## src/rtl/fuse_key_loader.sv

```systemverilog
// Fuse key loader: reads 1..8 fuse words into a 256-bit key; FUSE_LOADER_VERIFY_EN adds a compare re-read pass.
// Latency start->done len+2 cycles (2*len+3 with verify, 1 for illegal len); no backpressure, start ignored while busy.
module fuse_key_loader #(
  parameter int MAX_WORDS = 8
) (
  input  logic                    clk_i,
  input  logic                    rst_ni,
  input  logic                    start_i,
  input  logic [31:0]             base_addr_i,
  input  logic [3:0]              len_i,
  output logic                    fuse_req_o,
  output logic [31:0]             fuse_addr_o,
  input  logic [31:0]             fuse_rdata_i,
  output logic [32*MAX_WORDS-1:0] key_o,
  output logic                    key_valid_o,
  output logic                    busy_o,
  output logic                    done_o,
  output logic                    err_o
);

  localparam int KW = 32 * MAX_WORDS;
  localparam int IW = $clog2(MAX_WORDS);
  localparam int BW = IW + 5;

  localparam logic [2:0] S_IDLE   = 3'd0;
  localparam logic [2:0] S_READ   = 3'd1;
  localparam logic [2:0] S_DRAIN  = 3'd2;
`ifdef FUSE_LOADER_VERIFY_EN
  localparam logic [2:0] S_VERIFY = 3'd3;
`endif
  localparam logic [2:0] S_DONE   = 3'd4;

  logic [2:0]    state_q, state_d;
  logic [31:0]   base_q, base_d;
  logic [3:0]    len_q, len_d;
  logic [IW-1:0] req_idx_q, req_idx_d;
  logic          fuse_req_q, fuse_req_d;
  logic [31:0]   fuse_addr_q, fuse_addr_d;
  logic [KW-1:0] key_q, key_d;
  logic          key_valid_q, key_valid_d;
  logic          busy_q, busy_d;
  logic          done_q, done_d;
  logic          err_q, err_d;
  logic          cap_vld_q, cap_vld_d;
  logic [IW-1:0] cap_idx_q, cap_idx_d;
`ifdef FUSE_LOADER_VERIFY_EN
  logic          cap_cmp_q, cap_cmp_d;
  logic          mis_q, mis_d;
`endif

  logic          len_ok;
  logic          last_req;
  logic [IW-1:0] req_nxt;
  logic [BW-1:0] cap_bit;

  assign len_ok   = (len_i != 4'd0) && (len_i <= 4'(MAX_WORDS));
  assign last_req = (4'(req_idx_q) == (len_q - 4'd1));
  assign req_nxt  = req_idx_q + IW'(1);
  assign cap_bit  = {cap_idx_q, 5'd0};

  always_comb begin
    state_d     = state_q;
    base_d      = base_q;
    len_d       = len_q;
    req_idx_d   = req_idx_q;
    fuse_req_d  = fuse_req_q;
    fuse_addr_d = fuse_addr_q;
    key_d       = key_q;
    key_valid_d = key_valid_q;
    busy_d      = busy_q;
    done_d      = 1'b0;
    err_d       = err_q;
    // Read data returns one cycle after its request; track which word it is.
    cap_vld_d   = fuse_req_q;
    cap_idx_d   = req_idx_q;
`ifdef FUSE_LOADER_VERIFY_EN
    cap_cmp_d   = (state_q == S_VERIFY);
    mis_d       = mis_q;
    if (cap_vld_q && cap_cmp_q) begin
      if (key_q[cap_bit +: 32] != fuse_rdata_i) begin
        mis_d = 1'b1;
      end
    end else if (cap_vld_q) begin
      key_d[cap_bit +: 32] = fuse_rdata_i;
    end
`else
    if (cap_vld_q) begin
      key_d[cap_bit +: 32] = fuse_rdata_i;
    end
`endif

    case (state_q)
      S_IDLE: begin
        if (start_i) begin
          base_d      = base_addr_i;
          len_d       = len_i;
          req_idx_d   = '0;
          key_d       = '0;
          key_valid_d = 1'b0;
          err_d       = 1'b0;
          busy_d      = 1'b1;
`ifdef FUSE_LOADER_VERIFY_EN
          mis_d       = 1'b0;
`endif
          if (len_ok) begin
            state_d     = S_READ;
            fuse_req_d  = 1'b1;
            fuse_addr_d = base_addr_i;
          end else begin
            state_d = S_DONE;
            done_d  = 1'b1;
            err_d   = 1'b1;
          end
        end
      end

      S_READ: begin
        if (last_req) begin
          fuse_req_d = 1'b0;
          state_d    = S_DRAIN;
        end else begin
          req_idx_d   = req_nxt;
          fuse_addr_d = base_q + 32'(req_nxt);
        end
      end

      S_DRAIN: begin
`ifdef FUSE_LOADER_VERIFY_EN
        state_d     = S_VERIFY;
        fuse_req_d  = 1'b1;
        req_idx_d   = '0;
        fuse_addr_d = base_q;
`else
        state_d     = S_DONE;
        done_d      = 1'b1;
        key_valid_d = 1'b1;
`endif
      end

`ifdef FUSE_LOADER_VERIFY_EN
      S_VERIFY: begin
        if (fuse_req_q) begin
          if (last_req) begin
            fuse_req_d = 1'b0;
          end else begin
            req_idx_d   = req_nxt;
            fuse_addr_d = base_q + 32'(req_nxt);
          end
        end else begin
          // Drain cycle: mis_d already includes the final word's compare.
          state_d = S_DONE;
          done_d  = 1'b1;
          if (mis_d) begin
            err_d = 1'b1;
            key_d = '0;
          end else begin
            key_valid_d = 1'b1;
          end
        end
      end
`endif

      S_DONE: begin
        state_d = S_IDLE;
        busy_d  = 1'b0;
      end

      default: begin
        state_d = S_IDLE;
      end
    endcase
  end

  always_ff @(posedge clk_i or negedge rst_ni) begin
    if (!rst_ni) begin
      state_q     <= S_IDLE;
      base_q      <= '0;
      len_q       <= '0;
      req_idx_q   <= '0;
      fuse_req_q  <= 1'b0;
      fuse_addr_q <= '0;
      key_q       <= '0;
      key_valid_q <= 1'b0;
      busy_q      <= 1'b0;
      done_q      <= 1'b0;
      err_q       <= 1'b0;
      cap_vld_q   <= 1'b0;
      cap_idx_q   <= '0;
`ifdef FUSE_LOADER_VERIFY_EN
      cap_cmp_q   <= 1'b0;
      mis_q       <= 1'b0;
`endif
    end else begin
      state_q     <= state_d;
      base_q      <= base_d;
      len_q       <= len_d;
      req_idx_q   <= req_idx_d;
      fuse_req_q  <= fuse_req_d;
      fuse_addr_q <= fuse_addr_d;
      key_q       <= key_d;
      key_valid_q <= key_valid_d;
      busy_q      <= busy_d;
      done_q      <= done_d;
      err_q       <= err_d;
      cap_vld_q   <= cap_vld_d;
      cap_idx_q   <= cap_idx_d;
`ifdef FUSE_LOADER_VERIFY_EN
      cap_cmp_q   <= cap_cmp_d;
      mis_q       <= mis_d;
`endif
    end
  end

  assign fuse_req_o  = fuse_req_q;
  assign fuse_addr_o = fuse_addr_q;
  assign key_o       = key_q;
  assign key_valid_o = key_valid_q;
  assign busy_o      = busy_q;
  assign done_o      = done_q;
  assign err_o       = err_q;

endmodule

```

## config.mk

```make
export PLATFORM = sky130hd
export DESIGN_NAME = fuse_key_loader
export DESIGN_NICKNAME = d
export VERILOG_FILES = /design/src/rtl/fuse_key_loader.sv
export SDC_FILE = /design/constraint.sdc
export NUM_CORES = 1
export LEC_CHECK = 0
export BUFFER_PORTS_ARGS = -buffer_cell sky130_fd_sc_hd__buf_2
export CAP_MARGIN = 20
export CORE_MARGIN = 1
export CORE_UTILIZATION = 50
export DETAILED_ROUTE_END_ITERATION = 10
export HOLD_SLACK_MARGIN = 0.06
export PLACE_DENSITY = 0.8
export SLEW_MARGIN = 20
export SYNTH_ARGS = -nofsm -noshare
export SYNTH_HDL_FRONTEND = slang
export SYNTH_SLANG_ARGS = --single-unit
export TNS_END_PERCENT = 1
```

## constraint.sdc

```tcl
create_clock -name clk_i -period 3.5 [get_ports clk_i]
set_clock_uncertainty 0.15 [all_clocks]
set_input_delay 0.175 -clock clk_i [delete_from_list [all_inputs] [get_ports clk_i]]
set_output_delay 0.175 -clock clk_i [all_outputs]
set_load 0.05 [all_outputs]
```

== Word level (Yosys, flattened, before mapping) ==
Index checks and enable logic that the tools add are counted.
Cells by class
  multiply operators: 0
  magnitude comparators: 1
  equality and inequality tests: 8
  reductions and logical operators: 13
  shift-type cells: 2
  bitwise gates (word level): 0
  div/mod/pow operators: 0
  multiplexer cells: 26
  $add $sub $neg: 4
Operators by type and width (number)
  256-bit two-way mux: 3
  256-bit bitwise mux: 1
  32-bit by 10-bit variable shift with 256-bit output, first input constant: 1
  32-bit by 10-bit indexed part select with 256-bit output: 1
  32-bit two-way mux: 3
  32-bit one-hot mux with 2 select lines: 1
  32-bit by 3-bit adder with 32-bit output: 1
  3-bit two-way mux: 5
  8-bit negation with 10-bit output: 1
  3-bit one-hot mux with 3 select lines: 1
  2-bit != test, second input constant: 4
  1-bit one-hot mux with 2 select lines: 4
  2-bit AND reduction: 4
  4-bit AND reduction: 2
  1-bit two-way mux: 7
  3-bit one-hot mux with 2 select lines: 1
  2-bit nonzero test: 3
  3-bit by 4-bit == test with 1-bit output: 1
  4-bit less-or-equal comparator, second input constant: 1
  4-bit nonzero test: 1
  4-bit by 1-bit subtractor with 4-bit output, second input constant: 1
  3-bit by 1-bit adder with 3-bit output, second input constant: 1
  3-bit by 1-bit == test with 1-bit output, second input constant: 1
  3-bit by 2-bit == test with 1-bit output, second input constant: 1
  other kinds (4): 4
Word-level totals
  RAM bits: 0
  output and inout port bits: 293
  bits in latches: 0
  bits in read-only memories: 0
  memories: 0
  flip-flop bits (word level): 339

== Logic depth before layout (Yosys ltp) ==
Gate-level depths: netlist of run 1.
  word-level depth: 6
  mapped depth: 10
  depth with buffers taken out: 9

== Least setup slack after synthesis of run 1 ==
OpenSTA, ideal clock, no wires.
  kind: reg-to-reg
  from: reg req_idx_q[0] (netlist: cap_idx_d[0])
  to: reg fuse_addr_q[14] (netlist: fuse_addr_o[14])
  buffers on the path: 1
  arrival: 2.568 ns
  period minus slack after synthesis: 2.843 ns
  library setup time: 0.125 ns
  slack: 0.657 ns
  stages on the path, launching flop included: 10
  data required time: 3.225 ns
  cells stage by stage: dfrtp_1 -> ha_1 -> inv_1 -> fa_1 -> nand2b_1 -> a2111oi_2 -> buf_2 -> xnor2_1 -> a21oi_1 -> mux2_4
Between the ends
  word-level cells in the longest chain between the ends: 4
  elaborated cells between the ends (all ways): 7
Ends and longest elaborated chain
  start, declared: RTL line 36  | logic [IW-1:0] req_idx_q, req_idx_d;
  start signal, assigned: RTL line 197  | req_idx_q <= req_idx_d;
  3-bit by 1-bit adder with 3-bit output: RTL line 58  | assign req_nxt = req_idx_q + IW'(1);
  32-bit by 3-bit adder with 32-bit output: RTL line 123  | fuse_addr_d = base_q + 32'(req_nxt);
  32-bit two-way mux: RTL line 118  | if (last_req) begin
  32-bit one-hot mux with 2 select lines: RTL line 92  | case (state_q)
  end signal, assigned: RTL line 199  | fuse_addr_q <= fuse_addr_d;
  end, declared: RTL line 38  | logic [31:0] fuse_addr_q, fuse_addr_d;
Several ways; a longest one is shown, not always the timed one. The select of a mux whose other input is x is not followed.
A chain may end at the register's enable or synchronous reset.

== Final worst setup path of run 1 ==
  from: reg cap_idx_q[0]
  to: reg key_q[194] (netlist: key_o[194])
Between the ends
  word-level cells in the longest chain between the ends: 6
  elaborated cells between the ends (all ways): 7
Ends and longest elaborated chain
  start, declared: RTL line 45  | logic [IW-1:0] cap_idx_q, cap_idx_d;
  start signal, assigned: RTL line 206  | cap_idx_q <= cap_idx_d;
  8-bit negation with 10-bit output *: RTL line 88  | key_d[cap_bit +: 32] = fuse_rdata_i;
  32-bit by 10-bit indexed part select with 256-bit output / 32-bit by 10-bit variable shift with 256-bit output (equally long branches): RTL line 88
  256-bit bitwise mux *: RTL line 88
  256-bit two-way mux *: RTL line 87  | if (cap_vld_q) begin
  256-bit two-way mux: RTL line 94  | if (start_i) begin
  256-bit two-way mux *: RTL line 92
  net key_d[194]: RTL line 39  | logic [KW-1:0] key_q, key_d;
  end signal, assigned: RTL line 200  | key_q <= key_d;
  end, declared: RTL line 39
The timed path passes the listed nets; every way through them passes the cells marked *.

==> results of run 1 <==
==> power by group through the flow <==
| stage | Combinational [mW] | Clock [mW] | Sequential (mW) |
|---|---|---|---|
| 3_3_place_gp | 9.43 | 0 | 6.12 |
| 4_1_cts | 9.72 | 3.80 | 6.13 |
| 5_1_grt | 10.4 | 3.97 | 6.30 |
| 2_1_floorplan | 3.51 | 0 | 9.65 |
| 3_5_place_dp | 9.64 | 0 | 6.17 |
| 6_report | 9.78 | 3.75 | 6.16 |
==> synth_stat cells, types with 3 or more instances <==
cell type	n	area (um2)
a21o_1	4	30.03
a21oi_1	269	1346
a31o_2	5	43.79
and3_1	7	43.79
buf_1	7	26.28
buf_2	3	15.01
clkbuf_1	109	409.1
clkbuf_2	30	150.1
dfrtp_1	339	8483
ha_1	8	100.1
inv_1	15	56.30
mux2_2	9	101.4
mux2_4	6	90.09
nand2_1	511	1918
nand3_1	162	810.8
nand3b_1	3	22.52
nand4_1	18	112.6
nor2_1	30	112.6
nor3_1	12	60.06
nor4_1	6	37.54
o211ai_1	7	52.55
o21ai_0	18	90.09
o221ai_1	3	26.28
o31ai_1	8	60.06
xnor2_1	9	78.83
xor2_1	18	157.7
==> layer usage <==
layer  GRT usage (%)  routed length [um]  up-vias  part of all wire (%)
met5               0                   0        -                     0
met1           41.47               18370     6808                    38
met2           51.05               23070      852                    48
met4           14.80                2117        0                   4.4
met3           5.307                4360      157                   9.1
li1                -                   -     6223                     -
==> layout make-up <==
type | instances | area share [%]
Tap cell | 384 | 2.568
Timing Repair Buffer | 471 | 15.51
Inverter | 16 | 0.3343
Clock inverter | 10 | 0.4413
Clock buffer | 52 | 5.730
Multi-Input combinational cell | 1145 | 30.06
Sequential cell | 339 | 45.35
==> cell usage in the layout (no fill, tap or decap), types with 6 or more instances in the layout <==
cell type and count:
nor2_1 27, o21ai_0 18, clkbuf_8 9, clkbuf_16 37, o31ai_1 8, buf_4 30
clkinv_2 7, mux2_2 9, clkbuf_1 6, dfrtp_1 338, buf_2 362, buf_12 7
dlygate4sd3_1 71, nand4_1 18, o211ai_1 7, and3_1 7, nand3_1 162, nor3_1 10
xnor2_1 9, nand2_1 511, a21oi_1 269, mux2_4 6, inv_1 15, xor2_1 18
ha_1 8
==> final timing paths <==
path                                        start                      to  slack [ns]  cells past startpoint
max reg2reg                cap_idx_q[0]$_DFF_PN0_    key_o[194]$_DFF_PN0_        0.48                      8
min in group clk_i                base_addr_i[13]  base_q[13]$_DFFE_PN0P_        0.25                      4
min reg2reg                fuse_req_o$_DFFE_PN0P_     cap_vld_q$_DFF_PN0_        0.27                      0
max in group asynchronous                  rst_ni  cap_idx_q[0]$_DFF_PN0_        1.71                      3
min                                        rst_ni  base_q[11]$_DFFE_PN0P_        0.16                      3
max                        cap_idx_q[0]$_DFF_PN0_    key_o[194]$_DFF_PN0_        0.48                      8
==> registers in the layout, indices dropped and copies added, names as in the netlist <==
signal       count
done_o           1
fuse_req_o       1
key_o          256
base_q          32
state_q          3
busy_o           1
cap_vld_q        1
fuse_addr_o     32
cap_idx_d        3
key_valid_o      1
cap_idx_q        3
err_o            1
len_q            4
==> critical path: cells and delay by family (launching register included) <==
family	cells	cell delay, ns
AND/OR/NAND/NOR	3	1.20
adder cells (fa/ha/maj)	2	0.50
buffers and inverters	2	0.45
flip-flops	1	0.49
AO/OA/AOI/OAI	1	0.14
==> kinds of logic (layout without fill, tap and decap cells) <==
| family | count (synthesis) | in the layout |
|---|---|---|
| simple gates | 765 | 765 |
| flops | 339 | 339 |
| compound gates | 328 | 328 |
| buf+inv | 166 | 549 |
| xor+xnor | 28 | 28 |
| mux | 15 | 15 |
| fa+ha+maj | 9 | 9 |
==> results.md, run 1 <==
* Status: finished, final reports clean
* Dpl cell area at between 15000 and 20000 um2
* F_max at about 330 MHz
* Power share of the sequential group at between 30% and 40%
* Fin cells at about 2.4k
* Total of max-cap violations at 0
* Part of the power in combinational logic at between 40% and 50%
* Post-CTS sizing at 0
* Share of cells above drive strength 1 at approximately a quarter
* TNS Setup at 0 ns
* RSZ-0062 raised after global routing: no
* YS warnings at 0
* I/O pin count at 364
* Post-Place Cells at around 2.3k
* CTS tree: done
* Post-CTS setup buffer count at 0
* Post-Syn Area at roughly 15000 um2
* P_leak at 9.164 nW
* Clk Latency, worst-skew pair at between 0.5 and 0.6 ns
* Slew Limit Fails at 0
* Register cell area after layout at between 8000 and 9000 um2
* Final WS setup at a little under 0.5 ns
* P_sw at between 9 and 10 mW
* Finished Cell Area at ~19000 um2
* Compound-Gate Fraction of Synth Area at between 10% and 20%
* First DRT Iteration DRCs at between 1.5k and 2k
* Clock power frac at 19.1%
* DR DRC count at 0
* Largest net degree at the start of global routing at between 100 and 150
* DRT Pass-1 Iters at 6
* Final Util at 64.85%
* FILL cells at 2309
* Die Width at approximately 170 um
* NumNets Final at roughly 2.1k
* Area Growth Syn to Fin at 26.99%
* Total CTS buffers at 36
* Crit end category: register
* WS Path Type: register to register
* Final Cycle Share at roughly 86%
* Post-place setup slack at 0.5346 ns
* GP Congestion at 0.8798
* Final Total Pwr at approximately 20 mW
* Deepest clock path buffer count at 3
* Initial antenna violation count at 0
* CP arrival at ~3.3 ns
* Delay of the slowest critical-path stage at between 0.8 and 0.9 ns
* Final wirelength at approximately 48000 um
* Avg Vias per Cell at between 5 and 6
* Number of global-route vias before repair at about 14k
* Seq/Total Area, Yosys at a little under three fifths
* Hold_ws at about 0.16 ns
* DR vias at between 10k and 15k
* Power Dens Cells at between 1000 and 1500 nW/um2
* Simple-gate share of the synthesized area at 21.95%
* Main combinational cell family by area after synthesis: simple AND/OR/NAND/NOR gates
* Row cnt at 62
* CTS sink cnt at about 340
* Hold Buf Count CTS at about 70
* Gr usage total at 31.50%
* Root buffer cell: clkbuf_16
* Multiplexer area fraction after synthesis at 1.299%
* Synth Area in Adders at less than 1%
* XOR/XNOR Fraction of Synth Area at 1.758%
* First-pass GRT wire length at ~75000 um
* Slowest cell on the critical path: and3_1
* Cell count after synthesis at approximately 1.7k
* CP max FO at 22
* Worst path cell trace: inv_1 -> ha_1 -> ha_1 -> nor2_1 -> and3_1 -> buf_4 -> nand2_1 -> a21oi_1
* Synth Register Bits at roughly 340
* Switching Share at about 50%
* Fraction of registers with async set/reset at 100.0%
* WL/cell at a little under 20 um
* VDD IR-drop max at approximately 0.83 mV
* Routed Antenna Nets at 0
* H-tree levels at 2
* Post-DP HPWL at just over 30000 um
* Number of synthesized flops with an enable pin at 0
* Most frequent CP cell: ha_1
* Die H at between 150 and 200 um
* Core area at around 29000 um2
* Clock-pin slew on the worst setup and hold paths at approximately 0.06 ns
* Total gr overflow at 0
* I/O Buffers at around 360
* Min-delay worst type: input port to asynchronous set/reset pin
* Die ar. at around 30000 um2
* Hold Violations, Final at 0
* Worst-Margin Slew at between 1 and 1.5 ns
* Multi-input gate area at 5625 um2
* Startpoint Class: register
* Initial Util at 51.06%
* Setup violators final at 0
* Tmin final at approximately 3 ns
* Diode count at 0
* Distinct cells, synth at just over 50
* Data required, critical path at 3.78 ns
* Slew margin rel. at 30.60%
* Syn nets at approximately 1.7k
* Ys flop type: dfrtp_1
* Synth Area per Inst at 8.931 um2
* Int Power at between 9 and 10 mW
No activity file was read; power rests on OpenSTA's default activity.
==> inputs of run 2 (changes only) <==
CORE_MARGIN = 10   (was 1)
==> run 2 against run 1 <==
  * Flip-flop and latch count unchanged
  * Cell area increased by 0.64%
  * Critical endpoint is now fuse_addr_o[12]$_DFFE_PN0P_
  * Largest cell class unchanged
  * Via count about the same
  * Combinational power increased by 2%
  * Power increased by 2.1%
  * First-iteration DRC count decreased by 11%
  * Sequential share of layout area decreased by 0.29 points
  * Global-route usage decreased by 4.3 points
  * Critical path depth increased by 1
  * Register-to-register slack about the same
  * Highest routed layer unchanged
  * Die area increased by 22%
==> results.md, run 2 (synthesized netlist as in run 1, its figures left out) <==
* WS Path Type: register to register
* Max FFs per register at 256 (unchanged)
* CTS tree: done
* Initial antenna violation count at 0 (unchanged)
* Switching Share at 50.26% (+0.063 points)
* Int Power at 9.997 mW (+1.9%)
* Post-Place Cells at 2286 (+0.088%)
* First-pass GRT wire length at 79190 um (+5.4%)
* NumNets Final at 2091 (+0.096%)
* Final wirelength at 52100 um (+8.7%)
* Startpoint Class: register
* Worst-Margin Slew at 0.8743 ns (-0.1667 ns)
* Hold Buf Count CTS at 70 (-1.4%)
* CP arrival at 3.26 ns (-0.04 ns)
* Routed Antenna Nets at 0 (unchanged)
* H-tree levels at 2 (unchanged)
* Fin cells at 2424 (+0.29%)
* Min-delay worst type: input port to asynchronous set/reset pin
* Total CTS buffers at 37 (+2.8%)
* TNS Setup at 0 ns (unchanged)
* RSZ-0062 raised after global routing: no
* Data required, critical path at 3.75 ns (-0.03 ns)
* Die H at 191.7 um (+10%)
* Leading cell type in the layout, fill and taps excluded: nand2_1
* F_max at 331.8 MHz (+0.13%)
* Setup violators final at 0 (unchanged)
* First DRT Iteration DRCs at 1423 (-11%)
* Initial Util at 51.06% (unchanged)
* Gr usage total at 27.20% (-4.3 points)
* P_leak at 9.205 nW (+0.44%)
* Clk Latency, worst-skew pair at 0.52 ns (about the same)
* Deepest clock path buffer count at 3 (unchanged)
* Die Width at 191.7 um (+10%)
* P_sw at 10.10 mW (+2.2%)
* Total of max-cap violations at 0 (unchanged)
* Root buffer cell: clkbuf_16
* Reg-to-reg endpoint: fuse_addr_o[12]$_DFFE_PN0P_
* Hold Violations, Final at 0 (unchanged)
* Largest net degree at the start of global routing at 96 (-31%)
* Core area at 28860 um2 (unchanged)
* DR DRC count at 0 (unchanged)
* Post-DP HPWL at 34230 um (+12%)
* Flop-to-flop setup slack at 0.49 ns (about the same)
* Die ar. at 36740 um2 (+22%)
* VDD IR-drop max at 0.7592 mV (-8.0%)
* DR vias at 14.03k (-0.057%)
* Slew Limit Fails at 0 (unchanged)
* Commonest non-fill, non-tap cells in the layout: nand2_1, buf_2, dfrtp_1, a21oi_1, nand3_1
* Post-CTS sizing at 0 (unchanged)
* Slew margin rel. at 41.57% (+11 points)
* Final Total Pwr at 20.10 mW (+2.1%)
* Power share of the sequential group at 30.9% (-0.4 points)
* Clock-pin slew on the worst setup and hold paths at 0.06 ns (about the same)
* Number of global-route vias before repair at 13.84k (+1.7%)
* Part of the power in combinational logic at 49.4% (-0.3 points)
* Avg Vias per Cell at 5.789 (-0.35%)
* Status: finished, final reports clean
* Area Growth Syn to Fin at 27.80%
* GP Congestion at 0.8862 (+0.73%)
* Reg2reg path depth at 9 (+1)
* Share of cells above drive strength 1 at 24.37% (+0.17 points)
* Final Cycle Share at 86.12% (-0.11 points)
* Tmin final at 3.014 ns (-0.003780 ns)
* WL/cell at 21.49 um (+8.4%)
* Dpl cell area at 16880 um2 (+0.19%)
* I/O Buffers at 363 (unchanged)
* Crit end category: register
* Finished Cell Area at 18830 um2 (+0.64%)
* Power Dens Cells at 1067 nW/um2 (+1.4%)
* CP max FO at 6 (-73%)
* Row cnt at 62 (unchanged)
* Total gr overflow at 0 (unchanged)
* CTS sink cnt at 339 (unchanged)
* Final Util at 65.26% (+0.41 points)
* DRT Pass-1 Iters at 5 (-1)
* Post-CTS setup buffer count at 0 (unchanged)
* I/O pin count at 364 (unchanged)
* Clock power frac at 19.7% (+0.6 points)
* FF-to-FF Start: cap_idx_d[0]$_DFFE_PN0P_
-- run 2: area by class of cell --
type	count	area, um2
clock buffer	58	1125
timing repair buffer	472	2920
antenna	1	2.502
inverter	16	62.56
multi-input combinational	1145	5630
tap	384	480.5
clock inverter	9	123.9
sequential	339	8487
fill	2301	10030
-- run 2: critical path, stage by stage (launching register included) --
cell	delay (ns)
dfrtp_1	0.44
inv_1	0.10
ha_1	0.20
inv_1	0.08
fa_1	0.44
nand2b_1	0.27
a2111oi_0	0.66
xnor2_1	0.21
a21oi_1	0.09
mux2_4	0.26
-- run 2: how the worst max path moves through the flow --
stage                                        start                           to  slack [ns]  cells after the start
after floorplan           cap_idx_d[0]$_DFFE_PN0P_  fuse_addr_o[14]$_DFFE_PN0P_        0.66                      9
after global placement    cap_idx_d[0]$_DFFE_PN0P_  fuse_addr_o[14]$_DFFE_PN0P_        0.65                      9
after detailed placement  cap_idx_d[0]$_DFFE_PN0P_  fuse_addr_o[12]$_DFFE_PN0P_        0.53                      8
after CTS                 cap_idx_d[0]$_DFFE_PN0P_  fuse_addr_o[12]$_DFFE_PN0P_        0.51                      9
after global routing      cap_idx_d[0]$_DFFE_PN0P_  fuse_addr_o[12]$_DFFE_PN0P_        0.31                      9
final                     cap_idx_d[0]$_DFFE_PN0P_  fuse_addr_o[12]$_DFFE_PN0P_        0.49                      9
-- run 2: through the flow --
| step | setup WS (ns) | hold slack (ns) |
|---|---|---|
| 2_1_floorplan | 0.6567 | -0.2706 |
| 3_5_place_dp | 0.5346 | 0.1027 |
| 3_3_place_gp | 0.6494 | 0.1012 |
| 4_1_cts | 0.5114 | 0.1459 |
| 6_report | 0.4859 | 0.1380 |
| 5_1_grt | 0.3127 | 0.1837 |
-- run 2: per-layer routing --
metal / global-route usage (%) / wire length (um)
met4: 10.67 / 1976
met1: 34.63 / 19980
met3: 6.674 / 5430
met2: 43.91 / 24720
met5: 0 / 0
-- run 2: power groups by stage --
stage	Clock [mW]	Sequential, mW	Combinational, mW
2_1_floorplan	0	9.65	3.51
5_1_grt	4.18	6.34	10.6
4_1_cts	4.00	6.16	9.92
3_3_place_gp	0	6.16	9.62
6_report	3.96	6.21	9.93
3_5_place_dp	0	6.21	9.83
==> inputs of run 3 (changes only) <==
CELL_PAD_IN_SITES_DETAIL_PLACEMENT = 1   (was default)
CELL_PAD_IN_SITES_GLOBAL_PLACEMENT = 2   (was default)
CORE_UTILIZATION = 32   (was 50)
PLACE_DENSITY = 0.85   (was 0.8)
==> run 3 against run 2 <==
  * Combinational power about the same
  * Worst setup slack got worse by 0.059 ns
  * Via count decreased by 3.1%
  * Wire length increased by 12%
  * Sequential power increased by 0.6%
  * Final cell count increased by 9.3%
  * Register-to-register slack got worse by 0.06 ns
  * Power increased by 2.3%
  * Largest cell class unchanged
  * Highest routed layer unchanged
==> results.md, run 3 (synthesized netlist as in run 1, its figures left out) <==
* Status: finished, final reports clean
* Multi-input gate area at 5630 um2 (unchanged)
* Routed Antenna Nets at 0 (unchanged)
* RSZ-0062 raised after global routing: no
* GP Congestion at 0.7929 (-11%)
* DR vias at 13.60k (-3.1%)
* Clk Latency, worst-skew pair at 0.56 ns (+0.04 ns)
* Tmin final at 3.073 ns (+0.05918 ns)
* Worst path cell trace: ha_1 -> xor2_1 -> ha_1 -> o211ai_1 -> nor4_1 -> nand4_1 -> xor2_1 -> o211ai_1
* Startpoint Class: register
* CTS sink cnt at 339 (unchanged)
* Total gr overflow at 0 (unchanged)
* Setup violators final at 0 (unchanged)
* H-tree levels at 2 (unchanged)
* Row cnt at 78 (+26%)
* Power Dens Cells at 1066 nW/um2 (about the same)
* Clock-pin slew on the worst setup and hold paths at 0.06 ns (about the same)
* F_max at 325.4 MHz (-1.9%)
* Die ar. at 55030 um2 (+50%)
* Crit end category: register
* Commonest non-fill, non-tap cells in the layout: nand2_1, buf_2, dfrtp_1, a21oi_1, nand3_1
* CP arrival at 3.40 ns (+0.14 ns)
* Gr usage total at 20.55% (-6.7 points)
* Root buffer cell: clkbuf_16
* Deepest clock path buffer count at 3 (unchanged)
* First DRT Iteration DRCs at 991 (-30%)
* First-pass GRT wire length at 87790 um (+11%)
* Delay-heaviest family, CP: simple AND/OR/NAND/NOR gates
* Slew margin rel. at 31.45% (-10 points)
* Initial antenna violation count at 1 (+1)
* Flop-to-flop setup slack at 0.43 ns (-0.06 ns)
* WS Path Type: register to register
* VDD IR-drop max at 0.4969 mV (-35%)
* Dpl cell area at 17180 um2 (+1.8%)
* Post-DP HPWL at 39360 um (+15%)
* Min-delay worst type: input port to asynchronous set/reset pin
* Number of global-route vias before repair at 14.31k (+3.4%)
* Register cell area after layout at 8487 um2 (unchanged)
* DRT Pass-1 Iters at 5 (unchanged)
* P_leak at 9.282 nW (+0.84%)
* Delay of the slowest critical-path stage at 0.63 ns (-0.03 ns)
* Slowest cell on the critical path: nor4_1
* Die Width at 234.6 um (+22%)
* Worst Path Buf+Inv at 0 (-2)
* Leading cell type in the layout, fill and taps excluded: nand2_1
* Initial Util at 32.40% (-19 points)
* CTS tree: done
* WL/cell at 21.98 um (+2.3%)
* Post-CTS setup buffer count at 0 (unchanged)
* Largest net degree at the start of global routing at 118 (+23%)
* Fin cells at 2649 (+9.3%)
* DR DRC count at 0 (unchanged)
* Worst-Margin Slew at 1.027 ns (+0.1528 ns)
* Slew Limit Fails at 0 (unchanged)
* Die H at 234.6 um (+22%)
* Max FFs per register at 256 (unchanged)
* Share of cells above drive strength 1 at 24.79% (+0.42 points)
* Hold Violations, Final at 0 (unchanged)
* Total of max-cap violations at 0 (unchanged)
* Final Cycle Share at 87.81% (+1.7 points)
* Avg Vias per Cell at 5.134 (-11%)
* Area Growth Syn to Fin at 30.81%
* I/O Buffers at 363 (unchanged)
* Post-Place Cells at 2504 (+9.5%)
* CP max FO at 8 (+2)
* Data required, critical path at 3.83 ns (+0.08 ns)
* Post-CTS sizing at 0 (unchanged)
* Finished Cell Area at 19280 um2 (+2.4%)
* Diode count at 0 (-1)
* Total CTS buffers at 41 (+11%)
* FILL cells at 5377 (+130%)
* I/O pin count at 364 (unchanged)
* Core area at 45480 um2 (+58%)
* TNS Setup at 0 ns (unchanged)
* NumNets Final at 2097 (+0.29%)
* Final wirelength at 58220 um (+12%)
## run 3: worst paths after layout
check                                         start                     endpoint  cells past startpoint
setup / recovery           cap_idx_d[0]$_DFFE_PN0P_  fuse_addr_o[31]$_DFFE_PN0P_                      8
hold / removal                               rst_ni         key_o[217]$_DFF_PN0_                      2
setup reg to reg           cap_idx_d[0]$_DFFE_PN0P_  fuse_addr_o[31]$_DFFE_PN0P_                      8
hold reg to reg              fuse_req_o$_DFFE_PN0P_          cap_vld_q$_DFF_PN0_                      0
max in group asynchronous                    rst_ni           key_o[2]$_DFF_PN0_                      3
min in group clk_i                  base_addr_i[26]       base_q[26]$_DFFE_PN0P_                      4
## run 3: stage by stage
step                worst slack, ns  hold WS (ns)  power [mW]  util (%)
global route                 0.2201        0.1712       21.74     42.38
global placement             0.5844        0.1268       16.03     37.77
detailed placement           0.4524        0.1308       16.25     37.77
floorplan                    0.6567       -0.2706       13.16         -
CTS                          0.4247        0.1241       20.77     42.38
finish                       0.4267        0.1072       20.56     42.38
## run 3: area by class of cell
type                            count  share of cell area (%)
Sequential cell                   339                   44.03
Multi-Input combinational cell   1145                   29.21
Timing Repair Buffer              474                   15.29
Clock buffer                       62                   6.465
Tap cell                          600                   3.895
Clock inverter                     13                  0.7854
Inverter                           16                  0.3245
## run 3: worst register-to-register path: cells and delay by family, from the launching register on
| family | cells | cell delay, ns |
|---|---|---|
| flops | 1 | 0.44 |
| compound gates | 2 | 0.54 |
| xor+xnor | 2 | 0.36 |
| simple gates | 2 | 0.85 |
| fa+ha+maj | 2 | 0.66 |
## run 3: what timing repair did
item	in CTS	in global routing
setup endpoints to repair	0	0
hold buffers	70	0
endpoints found under the hold margin	416	0
## run 3: layer usage
metal,vias up,GRT usage (%),wire (um),share of wire (%)
li1,6252,-,-,-
met1,6888,26.65,25160,43
met2,391,34.21,27970,48
met3,69,4.623,3921,6.7
met4,0,5.027,1169,2.0
met5,-,0,0,0
## run 3: power by group
part           total [mW]  internal, mW  switching, mW  leakage (nW)
Combinational        9.94          2.38           7.56          4.04
Sequential           6.25          5.23           1.02          4.57
Clock                4.37          2.62           1.75         0.678
Total                20.6          10.2           10.3          9.28
